$ cat src/rtl/lcd_hd44780_rx_if.sv
// rtl/lcd_hd44780_rx_if.sv - character-LCD pin bus between a driver and the responder
`timescale 1ns/1ps
interface lcd_hd44780_rx_if;
  logic       lcd_on;
  logic       lcd_en;
  logic       lcd_rs;
  logic       lcd_rw;
  logic [7:0] lcd_din;

  modport master (
    output lcd_on, lcd_en, lcd_rs, lcd_rw, lcd_din
  );

  modport slave (
    input lcd_on, lcd_en, lcd_rs, lcd_rw, lcd_din
  );
endinterface

$ cat src/rtl/lcd_hd44780_rx.sv
// rtl/lcd_hd44780_rx.sv - HD44780-style bus responder with a 2x16 char buffer
`timescale 1ns/1ps
module lcd_hd44780_rx #(
  parameter int BUSY_CYC  = 40,
  parameter int CLEAR_CYC = 64
) (
  input  logic            clk,
  input  logic            rstn,
  lcd_hd44780_rx_if.slave bus,
  input  logic [4:0]      rd_addr,
  output logic [7:0]      rd_data,
  output logic            char_valid,
  output logic [7:0]      char_code,
  output logic [4:0]      char_pos,
  output logic            cmd_valid,
  output logic [7:0]      cmd_code,
  output logic            busy,
  output logic            disp_on,
  output logic [4:0]      cursor_pos,
  output logic            err_busy,
  output logic            err_addr
);
  localparam int            CW         = 16;
  localparam logic [CW-1:0] EXEC_LAST  = CW'(BUSY_CYC - 1);
  localparam logic [CW-1:0] CLEAR_LAST = CW'(CLEAR_CYC - 1);
  localparam logic [CW-1:0] INIT_LAST  = CW'(31);
  localparam logic [CW-1:0] FILL_LEN   = CW'(32);
  localparam logic [7:0]    SPACE      = 8'h20;

  typedef enum logic [1:0] {ST_IDLE, ST_EXEC, ST_CLEAR} state_t;

  state_t        state_q, state_d;
  logic [CW-1:0] cnt_q, cnt_d;
  logic          init_q, init_d;
  logic          fill_only_q, fill_only_d;

  logic          en_s_q, en_s_d;
  logic          rs_s_q, rs_s_d;
  logic          rw_s_q, rw_s_d;
  logic [7:0]    din_s_q, din_s_d;

  logic          ev_q, ev_d;
  logic          ev_rs_q, ev_rs_d;
  logic [7:0]    ev_din_q, ev_din_d;

  logic          char_valid_q, char_valid_d;
  logic [7:0]    char_code_q, char_code_d;
  logic [4:0]    char_pos_q, char_pos_d;
  logic          cmd_valid_q, cmd_valid_d;
  logic [7:0]    cmd_code_q, cmd_code_d;
  logic          disp_on_q, disp_on_d;
  logic [4:0]    cursor_q, cursor_d;
  logic          id_q, id_d;
  logic          err_busy_q, err_busy_d;
  logic          err_addr_q, err_addr_d;

  logic [7:0]    buf_q [32];
  logic          wr_en;
  logic [4:0]    wr_addr;
  logic [7:0]    wr_data;
  logic [CW-1:0] clear_last;

  assign busy       = (state_q != ST_IDLE);
  assign rd_data    = buf_q[rd_addr];
  assign char_valid = char_valid_q;
  assign char_code  = char_code_q;
  assign char_pos   = char_pos_q;
  assign cmd_valid  = cmd_valid_q;
  assign cmd_code   = cmd_code_q;
  assign disp_on    = disp_on_q;
  assign cursor_pos = cursor_q;
  assign err_busy   = err_busy_q;
  assign err_addr   = err_addr_q;

  always_comb begin
    en_s_d   = bus.lcd_en;
    rs_s_d   = bus.lcd_rs;
    rw_s_d   = bus.lcd_rw;
    din_s_d  = bus.lcd_din;
    // E falling edge with write direction; processed one cycle later
    ev_d     = en_s_q & ~bus.lcd_en & bus.lcd_on & ~rw_s_q;
    ev_rs_d  = rs_s_q;
    ev_din_d = din_s_q;

    state_d      = state_q;
    cnt_d        = cnt_q;
    init_d       = init_q;
    fill_only_d  = fill_only_q;
    char_valid_d = 1'b0;
    char_code_d  = char_code_q;
    char_pos_d   = char_pos_q;
    cmd_valid_d  = 1'b0;
    cmd_code_d   = cmd_code_q;
    disp_on_d    = disp_on_q;
    cursor_d     = cursor_q;
    id_d         = id_q;
    err_busy_d   = err_busy_q;
    err_addr_d   = err_addr_q;
    wr_en        = 1'b0;
    wr_addr      = cursor_q;
    wr_data      = ev_din_q;
    clear_last   = fill_only_q ? INIT_LAST : CLEAR_LAST;

    case (state_q)
      ST_IDLE: begin
        if (init_q) begin
          state_d     = ST_CLEAR;
          cnt_d       = '0;
          fill_only_d = 1'b1;
          init_d      = 1'b0;
        end
      end
      ST_EXEC: begin
        if (cnt_q == '0) state_d = ST_IDLE;
        else             cnt_d   = cnt_q - 1'b1;
      end
      ST_CLEAR: begin
        if (cnt_q < FILL_LEN) begin
          wr_en   = 1'b1;
          wr_addr = cnt_q[4:0];
          wr_data = SPACE;
        end
        if (cnt_q == clear_last) begin
          state_d     = ST_IDLE;
          fill_only_d = 1'b0;
        end else begin
          cnt_d = cnt_q + 1'b1;
        end
      end
      default: state_d = ST_IDLE;
    endcase

    if (ev_q) begin
      if (busy) err_busy_d = 1'b1;
      // a write landing during the clear fill is discarded entirely
      if (state_q != ST_CLEAR) begin
        state_d = ST_EXEC;
        cnt_d   = EXEC_LAST;
        if (ev_rs_q) begin
          wr_en        = 1'b1;
          wr_addr      = cursor_q;
          wr_data      = ev_din_q;
          char_valid_d = 1'b1;
          char_code_d  = ev_din_q;
          char_pos_d   = cursor_q;
          cursor_d     = id_q ? cursor_q + 5'd1 : cursor_q - 5'd1;
        end else begin
          cmd_valid_d = 1'b1;
          cmd_code_d  = ev_din_q;
          casez (ev_din_q)
            8'b1???????: begin
              if (ev_din_q[6:4] == 3'b000)      cursor_d = {1'b0, ev_din_q[3:0]};
              else if (ev_din_q[6:4] == 3'b100) cursor_d = {1'b1, ev_din_q[3:0]};
              else                              err_addr_d = 1'b1;
            end
            8'b00001???: disp_on_d = ev_din_q[2];
            8'b000001??: id_d      = ev_din_q[1];
            8'b0000001?: cursor_d  = 5'd0;
            8'b00000001: begin
              cursor_d    = 5'd0;
              id_d        = 1'b1;
              state_d     = ST_CLEAR;
              cnt_d       = '0;
              fill_only_d = 1'b0;
            end
            default: ;
          endcase
        end
      end
    end
  end

  always_ff @(posedge clk) begin
    if (rstn) begin
      state_q      <= ST_IDLE;
      cnt_q        <= '0;
      init_q       <= 1'b1;
      fill_only_q  <= 1'b0;
      en_s_q       <= 1'b0;
      rs_s_q       <= 1'b0;
      rw_s_q       <= 1'b0;
      din_s_q      <= 8'h00;
      ev_q         <= 1'b0;
      ev_rs_q      <= 1'b0;
      ev_din_q     <= 8'h00;
      char_valid_q <= 1'b0;
      char_code_q  <= 8'h00;
      char_pos_q   <= 5'd0;
      cmd_valid_q  <= 1'b0;
      cmd_code_q   <= 8'h00;
      disp_on_q    <= 1'b0;
      cursor_q     <= 5'd0;
      id_q         <= 1'b1;
      err_busy_q   <= 1'b0;
      err_addr_q   <= 1'b0;
    end else begin
      state_q      <= state_d;
      cnt_q        <= cnt_d;
      init_q       <= init_d;
      fill_only_q  <= fill_only_d;
      en_s_q       <= en_s_d;
      rs_s_q       <= rs_s_d;
      rw_s_q       <= rw_s_d;
      din_s_q      <= din_s_d;
      ev_q         <= ev_d;
      ev_rs_q      <= ev_rs_d;
      ev_din_q     <= ev_din_d;
      char_valid_q <= char_valid_d;
      char_code_q  <= char_code_d;
      char_pos_q   <= char_pos_d;
      cmd_valid_q  <= cmd_valid_d;
      cmd_code_q   <= cmd_code_d;
      disp_on_q    <= disp_on_d;
      cursor_q     <= cursor_d;
      id_q         <= id_d;
      err_busy_q   <= err_busy_d;
      err_addr_q   <= err_addr_d;
    end
  end

  // buffer is plain storage; contents only change through the write port
  always_ff @(posedge clk) begin
    if (wr_en && !rstn) buf_q[wr_addr] <= wr_data;
  end
endmodule

$ cat src/flat_wrapper.sv
// flat-port wrapper written by rule: the top's interface ports become plain ports
module lcd_hd44780_rx_flat 
#(
  parameter int BUSY_CYC  = 40,
  parameter int CLEAR_CYC = 64
)
  (clk, rstn, rd_addr, rd_data, char_valid, char_code, char_pos, cmd_valid, cmd_code, busy, disp_on, cursor_pos, err_busy, err_addr, bus_lcd_on, bus_lcd_en, bus_lcd_rs, bus_lcd_rw, bus_lcd_din);
  lcd_hd44780_rx_if bus_i ();
  input  logic clk;
  input  logic rstn;
  input  logic [4:0] rd_addr;
  output logic [7:0] rd_data;
  output logic char_valid;
  output logic [7:0] char_code;
  output logic [4:0] char_pos;
  output logic cmd_valid;
  output logic [7:0] cmd_code;
  output logic busy;
  output logic disp_on;
  output logic [4:0] cursor_pos;
  output logic err_busy;
  output logic err_addr;
  input wire logic [$bits(bus_i.lcd_on)-1:0] bus_lcd_on;
  input wire logic [$bits(bus_i.lcd_en)-1:0] bus_lcd_en;
  input wire logic [$bits(bus_i.lcd_rs)-1:0] bus_lcd_rs;
  input wire logic [$bits(bus_i.lcd_rw)-1:0] bus_lcd_rw;
  input wire logic [$bits(bus_i.lcd_din)-1:0] bus_lcd_din;
  assign bus_i.lcd_on = bus_lcd_on;
  assign bus_i.lcd_en = bus_lcd_en;
  assign bus_i.lcd_rs = bus_lcd_rs;
  assign bus_i.lcd_rw = bus_lcd_rw;
  assign bus_i.lcd_din = bus_lcd_din;
  lcd_hd44780_rx #(.BUSY_CYC(BUSY_CYC), .CLEAR_CYC(CLEAR_CYC)) u_core (.clk(clk), .rstn(rstn), .bus(bus_i), .rd_addr(rd_addr), .rd_data(rd_data), .char_valid(char_valid), .char_code(char_code), .char_pos(char_pos), .cmd_valid(cmd_valid), .cmd_code(cmd_code), .busy(busy), .disp_on(disp_on), .cursor_pos(cursor_pos), .err_busy(err_busy), .err_addr(err_addr));
endmodule
$ cat config.mk
export PLATFORM = sky130hd
export DESIGN_NAME = lcd_hd44780_rx_flat
export DESIGN_NICKNAME = d
export VERILOG_FILES = /design/src/rtl/lcd_hd44780_rx_if.sv /design/src/rtl/lcd_hd44780_rx.sv /design/src/flat_wrapper.sv
export SDC_FILE = /design/constraint.sdc
export NUM_CORES = 1
export LEC_CHECK = 0
export ABC_AREA = 1
export CORE_MARGIN = 3
export CORE_UTILIZATION = 30
export DETAILED_ROUTE_END_ITERATION = 8
export DONT_BUFFER_PORTS = 1
export GPL_TIMING_DRIVEN = 0
export PLACE_DENSITY_LB_ADDON = 0.05
export REMOVE_ABC_BUFFERS = 1
export SLEW_MARGIN = 20
export SYNTH_ARGS = -nofsm -noshare
export SYNTH_HDL_FRONTEND = slang
export SYNTH_SLANG_ARGS = --single-unit
$ cat constraint.sdc
create_clock -name clk -period 3.3 [get_ports clk]
set_clock_uncertainty 0.05 [all_clocks]
set_input_delay 0.495 -clock clk [delete_from_list [all_inputs] [get_ports clk]]
set_output_delay 0.495 -clock clk [all_outputs]
set_load 0.01 [all_outputs]
# Word level (Yosys, flattened, before mapping)
# Memories as Yosys holds them, arrays and structs flattened.
# Cells that the tools add are included.
classes:
  addsub: 4
  n_lt_le_gt_ge: 1
  n_eq_ne: 10
  muxes: 49
  bitwise_logic: 10
  n_reduce_logical: 17
op_table:
  columns: ["cell", "n"]
  rows:
  - ["$mux W16", 6]
  - ["$pmux W16 S3", 1]
  - ["$mux W5", 9]
  - ["$mux W8", 5]
  - ["$add A16 B1 Y16 const B", 1]
  - ["$eq A16 B16 Y1", 1]
  - ["$logic_not A16 Y1", 1]
  - ["$lt A16 B6 Y1 const B", 1]
  - ["$sub A16 B1 Y16 const B", 1]
  - ["$mux W1", 15]
  - ["$mux W2", 7]
  - ["$mux W6", 2]
  - ["$reduce_and A4 Y1", 3]
  - ["$pmux W5 S2", 1]
  - ["$eq A8 B1 Y1 const B", 1]
  - ["$eq A7 B1 Y1 const B", 1]
  - ["$not A1 Y1", 7]
  - ["$eq A6 B1 Y1 const B", 1]
  - ["$pmux W2 S3", 1]
  - ["$reduce_and A3 Y1", 2]
  - ["$reduce_and A6 Y1", 1]
  - ["$add A5 B1 Y5 const B", 1]
  - ["$eq A5 B1 Y1 const B", 1]
  - ["$sub A5 B1 Y5 const B", 1]
  - ["other kinds (16)", 20]
totals:
  ff_bits: 73
  mem_bits_rw: 256
  inputBits: 19
  out_inout_bits: 40
  wordCells: 113
  memories: 1
memory_table:
  columns: ["name", "words", "width", "read_ports", "rd_ports_with_merged_regs", "wr", "line", "rtl"]
  rows:
  - ["u_core.buf_q", 32, 8, 1, 0, 1, "lcd_hd44780_rx.sv:57", "logic [7:0] buf_q [32];"]

# Longest topological paths before layout
# Gate-level depths: netlist (run 1).
logic_depth:
  word_depth: 9
  depth_mapped: 13
  depth_no_buf: 12

# Least setup slack after synthesis (run 1)
# No wires, ideal clock.
synth_path:
  path_type: "register to register"
  startpoint: "register u_core.cnt_q[11]"
  endpoint: "memory u_core.buf_q[9][0] (enable)"
  setup_time_ps: 370
  t_arrival_ps: 1842
  t_required_ps: 2880
  path_slack_ps: 1038
  path_stages_with_launch: 12
  cell_sequence: "dfxtp_1 buf_4 nor2_4 nand2_1 nor2_4 nand2_1 buf_6 o21ai_4 inv_2 nor2_1 nand2_1 nor2_1"
synth_between:
  elab_chain_cells: 9
synth_lines:
  columns: ["element", "line", "rtl"]
  rows:
  - ["from (decl)", "lcd_hd44780_rx.sv:33", "logic [CW-1:0] cnt_q, cnt_d;"]
  - ["from (signal assigned)", "lcd_hd44780_rx.sv:198", "cnt_q <= cnt_d;"]
  - ["$lt A16 B6 Y1 *", "lcd_hd44780_rx.sv:118", "if (cnt_q < FILL_LEN) begin"]
  - ["$mux W1", "lcd_hd44780_rx.sv:118", null]
  - ["$mux W1", "lcd_hd44780_rx.sv:104", "case (state_q)"]
  - ["$mux W1", "lcd_hd44780_rx.sv:139", "if (ev_rs_q) begin"]
  - ["$mux W1", "lcd_hd44780_rx.sv:136", "if (state_q != ST_CLEAR) begin"]
  - ["$mux W1", "lcd_hd44780_rx.sv:133", "if (ev_q) begin"]
  - ["$logic_and A1 B1 Y1", "lcd_hd44780_rx.sv:223", "if (wr_en && !rstn) buf_q[wr_addr] <= wr_data;"]
  - ["$mux W1", "lcd_hd44780_rx.sv:223", null]
  - ["$mux W1 (implied by the code)", "lcd_hd44780_rx.sv:223", null]
  - ["to (decl)", "lcd_hd44780_rx.sv:57", null]
# Mark *: on every way between the ends. The rest lies on a longest branch, timed or not.

# Final worst setup path (run 1)
layout_path:
  startpoint: "register u_core.cnt_q[5]"
  endpoint: "memory u_core.buf_q[24][5] (enable)"
# The elaborated chain is that of the path after synthesis.

==> impl_results.md, run 1 <==
* Slowest cell on crit path: nor2_2
* Crit-path cells: inv_1, nand2_1, nor2_1, nand2_2, inv_4, or2_2, o21ai_2, nand4_1, nor2_2
* Post-Route M1 WL at 18.63 mm
* Area of the placeable core at 45580 um^2
* VDD IR-drop max at 0.3631 mV
* Max Cap Violations at 0
* Number of endpoints with negative hold slack in the final report at 0
* Post-synthesis sequential element count at 329
* Setup Viol. Count Final at 0
* Share of the yosys chip area belonging to registers at 0.6567
* Achievable frequency at 0.3165 GHz
* Synthesized area at 13930 um^2
* Total buffers and inverters traversed by the critical path at 2
* Highest metal layer with signal wires: met4
* Starting DRC count in detailed routing at 712
* Share of Yosys cell area claimed by the top area cell type at 0.5518
* Data required, critical path at 3.40 ns
* Post-layout util at 0.3619
* Residual DRC count at 0
* Combinational share of power at 0.067
* EDFF count, synth at 256
* Length of routed met3 wiring at 1.704 mm
* Avg Inst Size Synth at 10.42 um^2
* Final total power at 9.237 mW
* Pwr per Cell Area at 560.0 nW/um^2
* Count leader, synth: edfxtp_1
* Post-Synthesis Cells at 1337
* Filler instances at 4552
* Static leakage at 5.737 nW
* Average detailed-routed wire length per instance at 20.85 um
* Insertion delay to the later sink of the worst-skew pair at 0.52 ns
* Number of vias after detailed routing at 9850
* Top cell types by occurrence after synthesis: 256 x edfxtp_1, 242 x nor2_1, 182 x o21ai_0
* Crit end category: register
* Overall global routing resource usage at 0.1628
* Warning count from the yosys run at 0
* Detail Placement HPWL at 24.78 mm
* Internal power of the cells at 7.114 mW
* Clock sink count at 329
* Number of H-tree branching levels at 2
* Ratio of cells with drive above 1 in the final layout at 0.1091
* Ys async rst share at 0
* TritonCTS clock tree: yes
* Largest net degree at the start of global routing at 139
* Die span in y at 221.5 um
* Net switching fraction of the power at 0.2298
* Sequential standard cell area at 9149 um^2
* Crit-path leading delay family: simple AND/OR/NAND/NOR gates
* Arrival @ worst endpoint at 3.26 ns
* Ant. Diodes at 0
* Outcome: completed
* Number of vias per cell at 5.010
* Final critical delay including setup and external delays at 3.160 ns
* Worst min-delay path category: primary input to register
* Number of distinct library cells after synthesis at 37
* Total Die Area at 49060 um^2
* Initial core utilization at 0.3057
* Total CTS buffers at 39
* Die extent in x at 221.5 um
* Worst path max stage delay at 0.53 ns
* Net count, final at 1368
* Proportion of power drawn by the clock network at 0.443
* RD Place Congestion at 0.7675
* Root buffer selected by CTS: clkbuf_16
* Antenna violation net count after detailed routing at 0
* Global-route wire length before repair at 61.52 mm
* Worst Setup Start Kind: register
* First-pass detailed-route iteration total at 5
* Yosys top cell by area: edfxtp_1
* Most used flip-flop cell after synthesis: edfxtp_1
* Switching component of the power at 2.123 mW
* Normalized max-slew margin at 0.5045
* Critical path class: register to register
* Vias in the first global route at 9547
* CTS clock-pin slew for the worst setup and hold paths at 0.05 ns
* RSZ-0062 raised after global routing: true
* Max Buffers Root-to-Sink at 3
* I/O pin total at 59
* Share of the cycle needed by the critical path after routing at 0.9574
* Final TNS setup at 0 ns
* Core Rows at 78
* Met2 wire length at 19.96 mm
* Aggregate routed wire length at 40.99 mm
* Area overhead of the layout relative to synthesis at 18.41%
* Pin slew with the least headroom to its limit at 0.7425 ns
* Final-report max-slew violation count at 0
* Most area-consuming cells after synthesis: edfxtp_1 55%, dfxtp_1 10%, o21ai_0 6.5%
* Number of buffers inserted by port buffering at 0
* Overflow left after global routing at 0
* Power share of the sequential group at 0.489
* Multi-input gate area in the final layout at 4389 um^2
* Number of antenna violations at the first check in global routing at 0
* Worst-path maximum fanout at 11
per-layer routing:
| metal | global-route usage | vias to the layer above |
|---|---|---|
| met2 | 0.2800 | 192 |
| met1 | 0.2179 | 4860 |
| li1 | - | 4747 |
| met4 | 0.03447 | 0 |
| met5 | 0 | - |
| met3 | 0.02661 | 51 |
worst paths after layout:
kind	start	to	slack (ns)	cells after the start
worst max register to register	u_core.cnt_q[5]	u_core.buf_q[24][5]	0.14	9
worst max-delay path	u_core.cnt_q[5]	u_core.buf_q[24][5]	0.14	9
worst min register to register	u_core.din_s_q[5]	u_core.ev_din_q[5]	0.35	2
worst min-delay path	bus_lcd_rw	u_core.rw_s_q	0.03	2
sequential cells by signal (all words and copies together) (netlist names), 2 cells and up:
signal and count:
u_core.buf_q 256, u_core.cnt_q 16, u_core.char_code 8, u_core.cmd_code 8
u_core.din_s_q 8, u_core.ev_din_q 8, u_core.char_pos 5, u_core.cursor_pos 5
u_core.state_q 2
final cells by class:
| class | count | share of cell area |
|---|---|---|
| repair buffers | 33 | 0.03717 |
| flip-flops and latches | 329 | 0.5546 |
| well taps | 600 | 0.04551 |
| multi-input cells | 836 | 0.2661 |
| inverters | 104 | 0.02420 |
| clock buffers | 56 | 0.06864 |
| clock inverters | 8 | 0.003792 |
worst register-to-register path, stage by stage, from the launching register on:
cell	delay, ns
dfxtp_1	0.51
inv_1	0.23
nand2_1	0.12
nor2_1	0.06
nand2_2	0.31
inv_4	0.18
or2_2	0.32
o21ai_2	0.15
nand4_1	0.34
nor2_2	0.53
logic make-up after synthesis:
kind of cell / Yosys count / synth area share
simple gates: 510 / 0.1551
flops: 329 / 0.6567
compound gates: 315 / 0.1311
buf+inv: 172 / 0.04796
fa+ha+maj: 6 / 0.005928
xor+xnor: 5 / 0.003144
power by group through the flow:
| stage | Sequential, mW | Combinational (mW) | Clock [mW] |
|---|---|---|---|
| after floorplan | 4.60 | 0.346 | 0 |
| after global placement | 4.61 | 0.549 | 0 |
| after detailed placement | 4.61 | 0.582 | 0 |
| after CTS | 4.52 | 0.614 | 4.22 |
| after global routing | 4.52 | 0.697 | 4.37 |
| final | 4.52 | 0.623 | 4.10 |
stage by stage:
stage               setup slack, ns  instances  hold WS (ns)  area (um^2)
finish                       0.1404       1966       0.03360        16500
global route               -0.09087       1966       0.01968        16500
CTS                         -0.1123       1950      0.003383        16140
detailed placement          -0.7528       1879        0.3307        14700
global placement             -2.203       1869        0.3306        14400
floorplan                   0.04714       1269        0.3224        13650
cells in the final DEF (no fill, tap or decap), drive strengths merged:
| cell type | instances |
|---|---|
| dlygate4sd3 | 3 |
| bufinv | 1 |
| o21ai | 187 |
| nand3 | 94 |
| inv | 104 |
| nand4 | 18 |
| a31oi | 2 |
| or2 | 2 |
| clkinv | 7 |
| clkbuf | 56 |
| o22ai | 10 |
| o211ai | 4 |
| a21oi | 64 |
| nand2 | 134 |
| o221ai | 47 |
| nor3 | 5 |
| a41oi | 1 |
| buf | 30 |
| xor2 | 3 |
| nand3b | 2 |
| and2 | 8 |
| ha | 5 |
| xnor2 | 2 |
| nor2 | 247 |
| edfxtp | 256 |
| dfxtp | 73 |
| fa | 1 |
repair_timing:
action / CTS / global route
hold buffers: 4 / 0
setup endpoints to repair: 256 / 242
pin swaps: 3 / 14
setup buffers: 3 / 16
resized for setup: 47 / 14
hold endpoints to repair: 36 / 0
No activity file was read; power rests on OpenSTA's default activity.
==> inputs of run 2 (changes only) <==
CORE_MARGIN = 8   (was 3)
SETUP_SLACK_MARGIN = 0.02   (was default)
==> run 2 against run 1 <==
First-iteration DRC count down 8.8%. Clock power up 5.6%. Sequential share of layout area down 0.57 points. Via count up 0.17%. Register-to-register slack worse by 0.11 ns. Worst hold slack better by 0.018 ns. Global-route usage down 0.80 points. Count of clock-buffer cells in the layout up 1. Power up 2.6%. Final cell count up 1.4%. Wire length up 1.6%. Critical endpoint is now u_core.buf_q[8][2]. Largest power group unchanged. Highest routed layer is now met5.
==> impl_results.md, run 2 (same netlist as run 1, synthesis figures left out) <==
* Net count, final at 1378
* Share of the cycle needed by the critical path after routing at 0.9908
* Core Rows at 79
* Filler instances at 4548
* RSZ-0062 raised after global routing: true
* Static leakage at 5.810 nW
* First-pass detailed-route iteration total at 5
* Number of buffers inserted by port buffering at 0
* Pwr per Cell Area at 568.7 nW/um^2
* Register ranked first by flip-flop count: u_core.buf_q
* Total CTS buffers at 41
* TritonCTS clock tree: yes
* Number of endpoints with negative hold slack in the final report at 0
* Smallest setup slack after layout at 0.03036 ns
* Critical path class: register to register
* Post-layout util at 0.3611
* Insertion delay to the later sink of the worst-skew pair at 0.55 ns
* Final Non-Filler Cells at 1993
* Number of vias after detailed routing at 9867
* Antenna violation net count after detailed routing at 0
* Max Buffers Root-to-Sink at 3
* Most common cell after layout, fill and taps aside: edfxtp_1
* Flip-flop count of the largest register after layout at 256
* Count of placed standard cells including taps at 1885
* Total Die Area at 53590 um^2
* Area of the placeable core at 46160 um^2
* Vias in the first global route at 10009
* Commonest non-fill, non-tap cells in the layout: 256 x edfxtp_1, 202 x nor2_1, 182 x o21ai_0, 131 x nand2_1, 94 x inv_1
* Worst hold slack after final layout at 0.05120 ns
* Ratio of cells with drive above 1 in the final layout at 0.1104
* Area overhead of the layout relative to synthesis at 19.65%
* Multi-input gate area in the final layout at 4394 um^2
* Leading registers by flop count: u_core.buf_q: 256 flops, u_core.cnt_q: 16 flops
* Clock sink count at 329
* Number of antenna violations at the first check in global routing at 1
* RD Place Congestion at 0.7969
* CTS clock-pin slew for the worst setup and hold paths at 0.05 ns
* Count of cells along the worst hold path at 2
* Aggregate routed wire length at 41.66 mm
* Final-report max-slew violation count at 0
* Overflow left after global routing at 0
* I/O pin total at 59
* Overall global routing resource usage at 0.1548
* Number of vias per cell at 4.951
* Root buffer selected by CTS: clkbuf_16
* Residual DRC count at 0
* Worst setup slack before clock tree synthesis at -0.8108 ns
* VDD IR-drop max at 0.2938 mV
* Final critical delay including setup and external delays at 3.270 ns
* Crit end category: register
* Normalized max-slew margin at 0.4595
* Worst-path maximum fanout at 11
* Average detailed-routed wire length per instance at 20.90 um
* Max Cap Violations at 0
* R2R Setup Slk at 0.03 ns
* Largest net degree at the start of global routing at 139
* Setup Viol. Count Final at 0
* Pin slew with the least headroom to its limit at 0.8099 ns
* Ant. Diodes at 0
* Worst Setup Start Kind: register
* Detail Placement HPWL at 25.57 mm
* Outcome: completed
* Reg2reg path depth at 9
* Arrival @ worst endpoint at 3.40 ns
* Worst min-delay path category: primary input to register
* Data required, critical path at 3.43 ns
* Global-route wire length before repair at 63.47 mm
* Die span in y at 231.5 um
* Sequential standard cell area at 9149 um^2
* Initial core utilization at 0.3018
* Number of H-tree branching levels at 2
* Achievable frequency at 0.3058 GHz
* Starting DRC count in detailed routing at 649
* Die extent in x at 231.5 um
-- run 2: cell types whose count changed in the layout (fill, tap and decap cells not counted), sizes merged --
cell | previous run | this run
bufinv | 1 | 2
clkbuf | 56 | 57
clkinv | 7 | 16
clkinvlp | 0 | 1
dlygate4sd3 | 3 | 11
-- run 2: final cells by class --
type | instances | share of cell area
timing repair buffer | 41 | 0.04053
multi-input combinational | 836 | 0.2636
inverter | 104 | 0.02395
clock inverter | 19 | 0.008482
tap | 607 | 0.04556
sequential | 329 | 0.5489
clock buffer | 57 | 0.06898
-- run 2: worst paths after layout --
check,start,to
setup / recovery,u_core.cnt_q[5],u_core.buf_q[8][2]
hold / removal,bus_lcd_on,u_core.ev_q
setup reg to reg,u_core.cnt_q[5],u_core.buf_q[8][2]
hold reg to reg,u_core.rw_s_q,u_core.ev_q
-- run 2: timing repair --
action	4_1_cts	5_1_grt
hold buffers	12	0
pin swaps	17	0
setup endpoints to repair	256	72
resized for setup	59	3
hold endpoints to repair	37	0
buffers inserted	20	0
-- run 2: routing by layer --
layer  vias up  wire [um]  GRT usage  share of wire
met4         2       1081    0.04870          0.026
li1       4780          -          -              -
met5         -          7          0        0.00017
met1      4814      18620     0.1971           0.45
met2       198      20170     0.2618           0.48
met3        73       1789    0.03130          0.043
-- run 2: per-stage QoR --
step                      total power, mW  TNS [ns]  area (um^2)
after global placement              5.167   -336.60        14410
after floorplan                     4.948         0        13650
after detailed placement            5.194   -149.54        14700
final                               9.480         0        16670
after CTS                           9.630         0        16650
after global routing                9.842    -4.569        16670
-- run 2: worst max-delay path, cell delays in order (launching register included) --
cell     delay (ns)
dfxtp_1        0.50
inv_1          0.23
nand2_1        0.12
nor2_1         0.06
nand2_2        0.32
inv_4          0.18
or2_2          0.32
o21ai_2        0.12
nand3_2        0.40
nor2_2         0.59
-- run 2: power breakdown --
group          leakage [nW]  internal [mW]  switching, mW
registers              2.96           4.50         0.0200
clock network         0.624           2.59           1.74
logic                  2.23          0.173          0.456
total                  5.81           7.26           2.22
==> inputs of run 3 (changes only) <==
ABC_CLOCK_PERIOD_IN_PS = 3300   (was default)
CTS_CLUSTER_SIZE = 12   (was default)
==> run 3 against run 2 <==
Clock power is 1% lower. Non-clock buffer count up 1. Setup slack worse by 0.0025 ns. Die area unchanged. Global-route usage about the same. Via count is essentially flat. Wire length grew 0.24%. Sequential share of layout area rose by 0.095 points. Combinational power hardly changed. Count of clock-buffer cells in the layout increased by 2. Critical path type unchanged. Critical endpoint unchanged. Largest power group unchanged.
==> impl_results.md, run 3 (same netlist as run 1, synthesis figures left out) <==
* Outcome: completed
* Crit end category: register
* Net switching fraction of the power at 0.2327
* CTS clock-pin slew for the worst setup and hold paths at 0.05 ns
* Worst min-delay path category: primary input to register
* Data required, critical path at 3.44 ns
* Total placed instance area at 14700 um^2
* Total Die Area at 53590 um^2
* Initial core utilization at 0.3018
* Power share of the sequential group at 0.480
* Ratio of cells with drive above 1 in the final layout at 0.1098
* Switching component of the power at 2.192 mW
* Crit-path leading delay family: simple AND/OR/NAND/NOR gates
* Overflow left after global routing at 0
* Normalized max-slew margin at 0.4454
* Commonest non-fill, non-tap cells in the layout: 256 x edfxtp_1, 202 x nor2_1, 182 x o21ai_0, 131 x nand2_1, 94 x inv_1
* Root buffer selected by CTS: clkbuf_16
* Register ranked first by flip-flop count: u_core.buf_q
* Residual DRC count at 0
* Number of H-tree branching levels at 2
* Max Cap Violations at 0
* Number of buffers inserted by port buffering at 0
* TritonCTS clock tree: yes
* Crit-path cells: inv_1, nand2_1, nor2_1, nand2_2, inv_4, or2_2, o21ai_2, nand3_2, nor2_2
* I/O pin total at 59
* Arrival @ worst endpoint at 3.41 ns
* Post-layout util at 0.3605
* Max Buffers Root-to-Sink at 3
* Starting DRC count in detailed routing at 581
* Final-report max-slew violation count at 0
* Die extent in x at 231.5 um
* Largest net degree at the start of global routing at 139
* Most common cell after layout, fill and taps aside: edfxtp_1
* Antenna violation net count after detailed routing at 0
* Aggregate routed wire length at 41.76 mm
* Total buffers and inverters traversed by the critical path at 2
* Internal power of the cells at 7.227 mW
* Combinational share of power at 0.067
* Area of the placeable core at 46160 um^2
* Slowest cell on crit path: nor2_2
* Die span in y at 231.5 um
* Global-route wire length before repair at 63.59 mm
* Area overhead of the layout relative to synthesis at 19.44%
* Count of placed standard cells including taps at 1885
* VDD IR-drop max at 0.3025 mV
* Core Rows at 79
* Total CTS buffers at 40
* Smallest setup slack after layout at 0.02785 ns
* First-pass detailed-route iteration total at 5
* Critical path class: register to register
* Setup Viol. Count Final at 0
* Insertion delay to the later sink of the worst-skew pair at 0.56 ns
* Worst setup slack before clock tree synthesis at -0.8108 ns
* Number of vias after detailed routing at 9873
* Share of the cycle needed by the critical path after routing at 0.9916
* Final total power at 9.419 mW
* Worst-path maximum fanout at 11
* Clock sink count at 329
* Pin slew with the least headroom to its limit at 0.8310 ns
* Vias in the first global route at 10053
* Number of antenna violations at the first check in global routing at 0
* Final instance area at 16640 um^2
* Leading registers by flop count: u_core.buf_q: 256 flops, u_core.cnt_q: 16 flops
* Final Non-Filler Cells at 1992
* Number of endpoints with negative hold slack in the final report at 0
* Pwr per Cell Area at 566.1 nW/um^2
* Average detailed-routed wire length per instance at 20.96 um
* Detail Placement HPWL at 25.57 mm
* Number of vias per cell at 4.956
* Achievable frequency at 0.3056 GHz
* RSZ-0062 raised after global routing: true
* Net count, final at 1378
* Worst hold slack after final layout at 0.04188 ns
* Flip-flop count of the largest register after layout at 256
* Proportion of power drawn by the clock network at 0.453
* Static leakage at 5.797 nW
* RD Place Congestion at 0.7969
* Worst Setup Start Kind: register
* Worst path max stage delay at 0.59 ns
* Final TNS setup at 0 ns
* Overall global routing resource usage at 0.1549
* Final critical delay including setup and external delays at 3.272 ns
## run 3: cell types whose count changed in the layout (fill, tap and decap cells not counted)
cell,change
buf_4,+1
bufinv_16,+1
clkbuf_1,+4
clkbuf_16,-3
clkbuf_8,+1
clkinv_1,-5
clkinv_2,-1
clkinv_4,-1
clkinvlp_4,-1
diode_2,+1
inv_6,+2
## run 3: cell type report
class / instances / area, um^2
Fill cell: 4554 / 29520
Sequential cell: 329 / 9149
Multi-Input combinational cell: 836 / 4394
Clock buffer: 59 / 1104
Tap cell: 607 / 759.5
Timing Repair Buffer: 42 / 683.2
Inverter: 104 / 399.1
Clock inverter: 14 / 148.9
Antenna cell: 1 / 2.502
## run 3: power groups by stage
stage / combinational [mW] / sequential (mW) / clock, mW
global placement: 0.555 / 4.61 / 0
global route: 0.702 / 4.52 / 4.55
floorplan: 0.346 / 4.60 / 0
finish: 0.632 / 4.52 / 4.27
detailed placement: 0.586 / 4.61 / 0
CTS: 0.642 / 4.52 / 4.42
## run 3: timing repair
item	CTS	global route
buffers inserted	21	0
resized for setup	58	4
endpoints found under the setup margin	256	101
pin swaps	16	1
hold buffers	12	0
endpoints found under the hold margin	37	0
## run 3: metal layers
| metal | vias up | GRT usage | routed length, um |
|---|---|---|---|
| met5 | - | 0 | 0 |
| met4 | 0 | 0.04356 | 927 |
| met3 | 53 | 0.03289 | 1804 |
| met2 | 186 | 0.2663 | 20520 |
| met1 | 4853 | 0.1945 | 18510 |
| li1 | 4781 | - | - |
## run 3: worst paths after layout
path                                       from                 end  slack, ns  depth (start not counted)
worst max-delay path            u_core.cnt_q[5]  u_core.buf_q[8][2]       0.03                          9
worst min-delay path                 bus_lcd_on         u_core.ev_q       0.04                          2
worst max register to register  u_core.cnt_q[5]  u_core.buf_q[8][2]       0.03                          9
worst min register to register    u_core.rw_s_q         u_core.ev_q       0.34                          1
==> RTL edit (config.mk and constraints of run 1) <==
`ev_din_q` no longer has a reset.
--- a/src/rtl/lcd_hd44780_rx.sv
+++ b/src/rtl/lcd_hd44780_rx.sv
@@ -182,7 +182,6 @@
       din_s_q      <= 8'h00;
       ev_q         <= 1'b0;
       ev_rs_q      <= 1'b0;
-      ev_din_q     <= 8'h00;
       char_valid_q <= 1'b0;
       char_code_q  <= 8'h00;
       char_pos_q   <= 5'd0;
@@ -204,7 +203,6 @@
       din_s_q      <= din_s_d;
       ev_q         <= ev_d;
       ev_rs_q      <= ev_rs_d;
-      ev_din_q     <= ev_din_d;
       char_valid_q <= char_valid_d;
       char_code_q  <= char_code_d;
       char_pos_q   <= char_pos_d;
@@ -218,6 +216,10 @@
     end
   end
 
+  always_ff @(posedge clk) begin
+    ev_din_q <= ev_din_d;
+  end
+
   // buffer is plain storage; contents only change through the write port
   always_ff @(posedge clk) begin
     if (wr_en && !rstn) buf_q[wr_addr] <= wr_data;
Function: no difference found for any inputs over 4 cycles, from zero or initial values and one cycle with rstn high; that may be too few to reach the edited logic, so the function may still have changed.
==> RTL edit against run 1 <==
First-iteration DRC count shrank 13%; wire length fell by 0.77%; synthesized area increased by 1.4%; sequential cell count did not move; worst setup slack better by 0.069 ns; clock power fell by 3%; power fell by 0.99%; cell area increased by 2.0%.
==> RTL edit: results <==
set metrics [dict create \
    whs_ns 0.03652 \
    crit_arrival_ns 3.24 \
    r2r_start "u_core.state_q[0]" \
    placed_cells 1889 \
    min_to "u_core.din_s_q[7]" \
    place_congestion 0.7781 \
    wl_met2_um 19650 \
    fmax_mhz 323.6 \
    tightest_slew_ns 1.044 \
    synth_adder_area_share_pct 0.5848 \
    r2r_cells 10 \
    vias 9831 \
    synthXorXnorAreaFrac_pct 0.4342 \
    synth_common_cells "edfxtp_1, nor2_1, nand2_1" \
    cp_max_fo 15 \
    clockBufferDepth 3 \
    slowest_stage "nor2_4" \
    synth_area_leaders "edfxtp_1, dfxtp_1, nor2_1, nand2_1, o21ai_0" \
    wl_met1_um 18810 \
    clock_latency_ns 0.54 \
    first_iter_violations 623 \
    p_switching_mw 2.141 \
    wl_per_cell_um 20.41 \
    p_leak_nw 5.935 \
    pwr-share-seq_pct 49.6 \
    fin_nets 1396 \
    setup.worst_path.end "u_core.buf_q[15][6]" \
    ys_seq_area_share_pct 64.79 \
    place_area_um2 14860 \
    use_met2_pct 26.79 \
    drive_gt1_share_pct 11.34 \
    wl_met3_um 1393 \
    grt_start_max_net_pins 130 \
    n_fill_cell 4516 \
    grt_pass1_vias 9736 \
    irDropWorstVdd_uv 284.4 \
    routed_via_density 4.933 \
    grt_util_met3_pct 2.461 \
    yosysUniqueCellTypes 40 \
    grt.total_usage_pct 16.13 \
    grt_use_met1_pct 21.92 \
    outcome "completed" \
    grt_pass1_wl_um 61440 \
    synth_compound_area_share_pct 13.69 \
]
==> RTL edit: changes by cell type in the layout (fill, tap and decap cells not counted), moves of 5 or more <==
cell           delta
and2_1            -8
o21ai_0          -77
nand3_1          -18
inv_1             -7
nor2_4            +6
dlygate4sd3_1     +6
nand2_1          +66
nor2_1            -5
o221ai_1         +10
o22ai_1           -9
o21bai_1         +56
nand4_1           -7
buf_4             +9
==> RTL edit: cell type report <==
type / count / area, um2 / share of cell area, %
repair buffers: 49 / 772.0 / 4.589
multi-input cells: 858 / 4657 / 27.69
flip-flops and latches: 329 / 9149 / 54.39
well taps: 600 / 750.7 / 4.463
inverters: 94 / 359.1 / 2.135
clock inverters: 12 / 85.08 / 0.5058
clock buffers: 51 / 1049 / 6.233
==> RTL edit: what timing repair did <==
action / in CTS / in global routing
hold buffers: 10 / 0
pin swaps: 5 / 22
endpoints found under the setup margin: 256 / 245
gates cloned: 1 / 0
endpoints found under the hold margin: 28 / 0
gates resized for setup: 41 / 28
setup buffers: 7 / 23
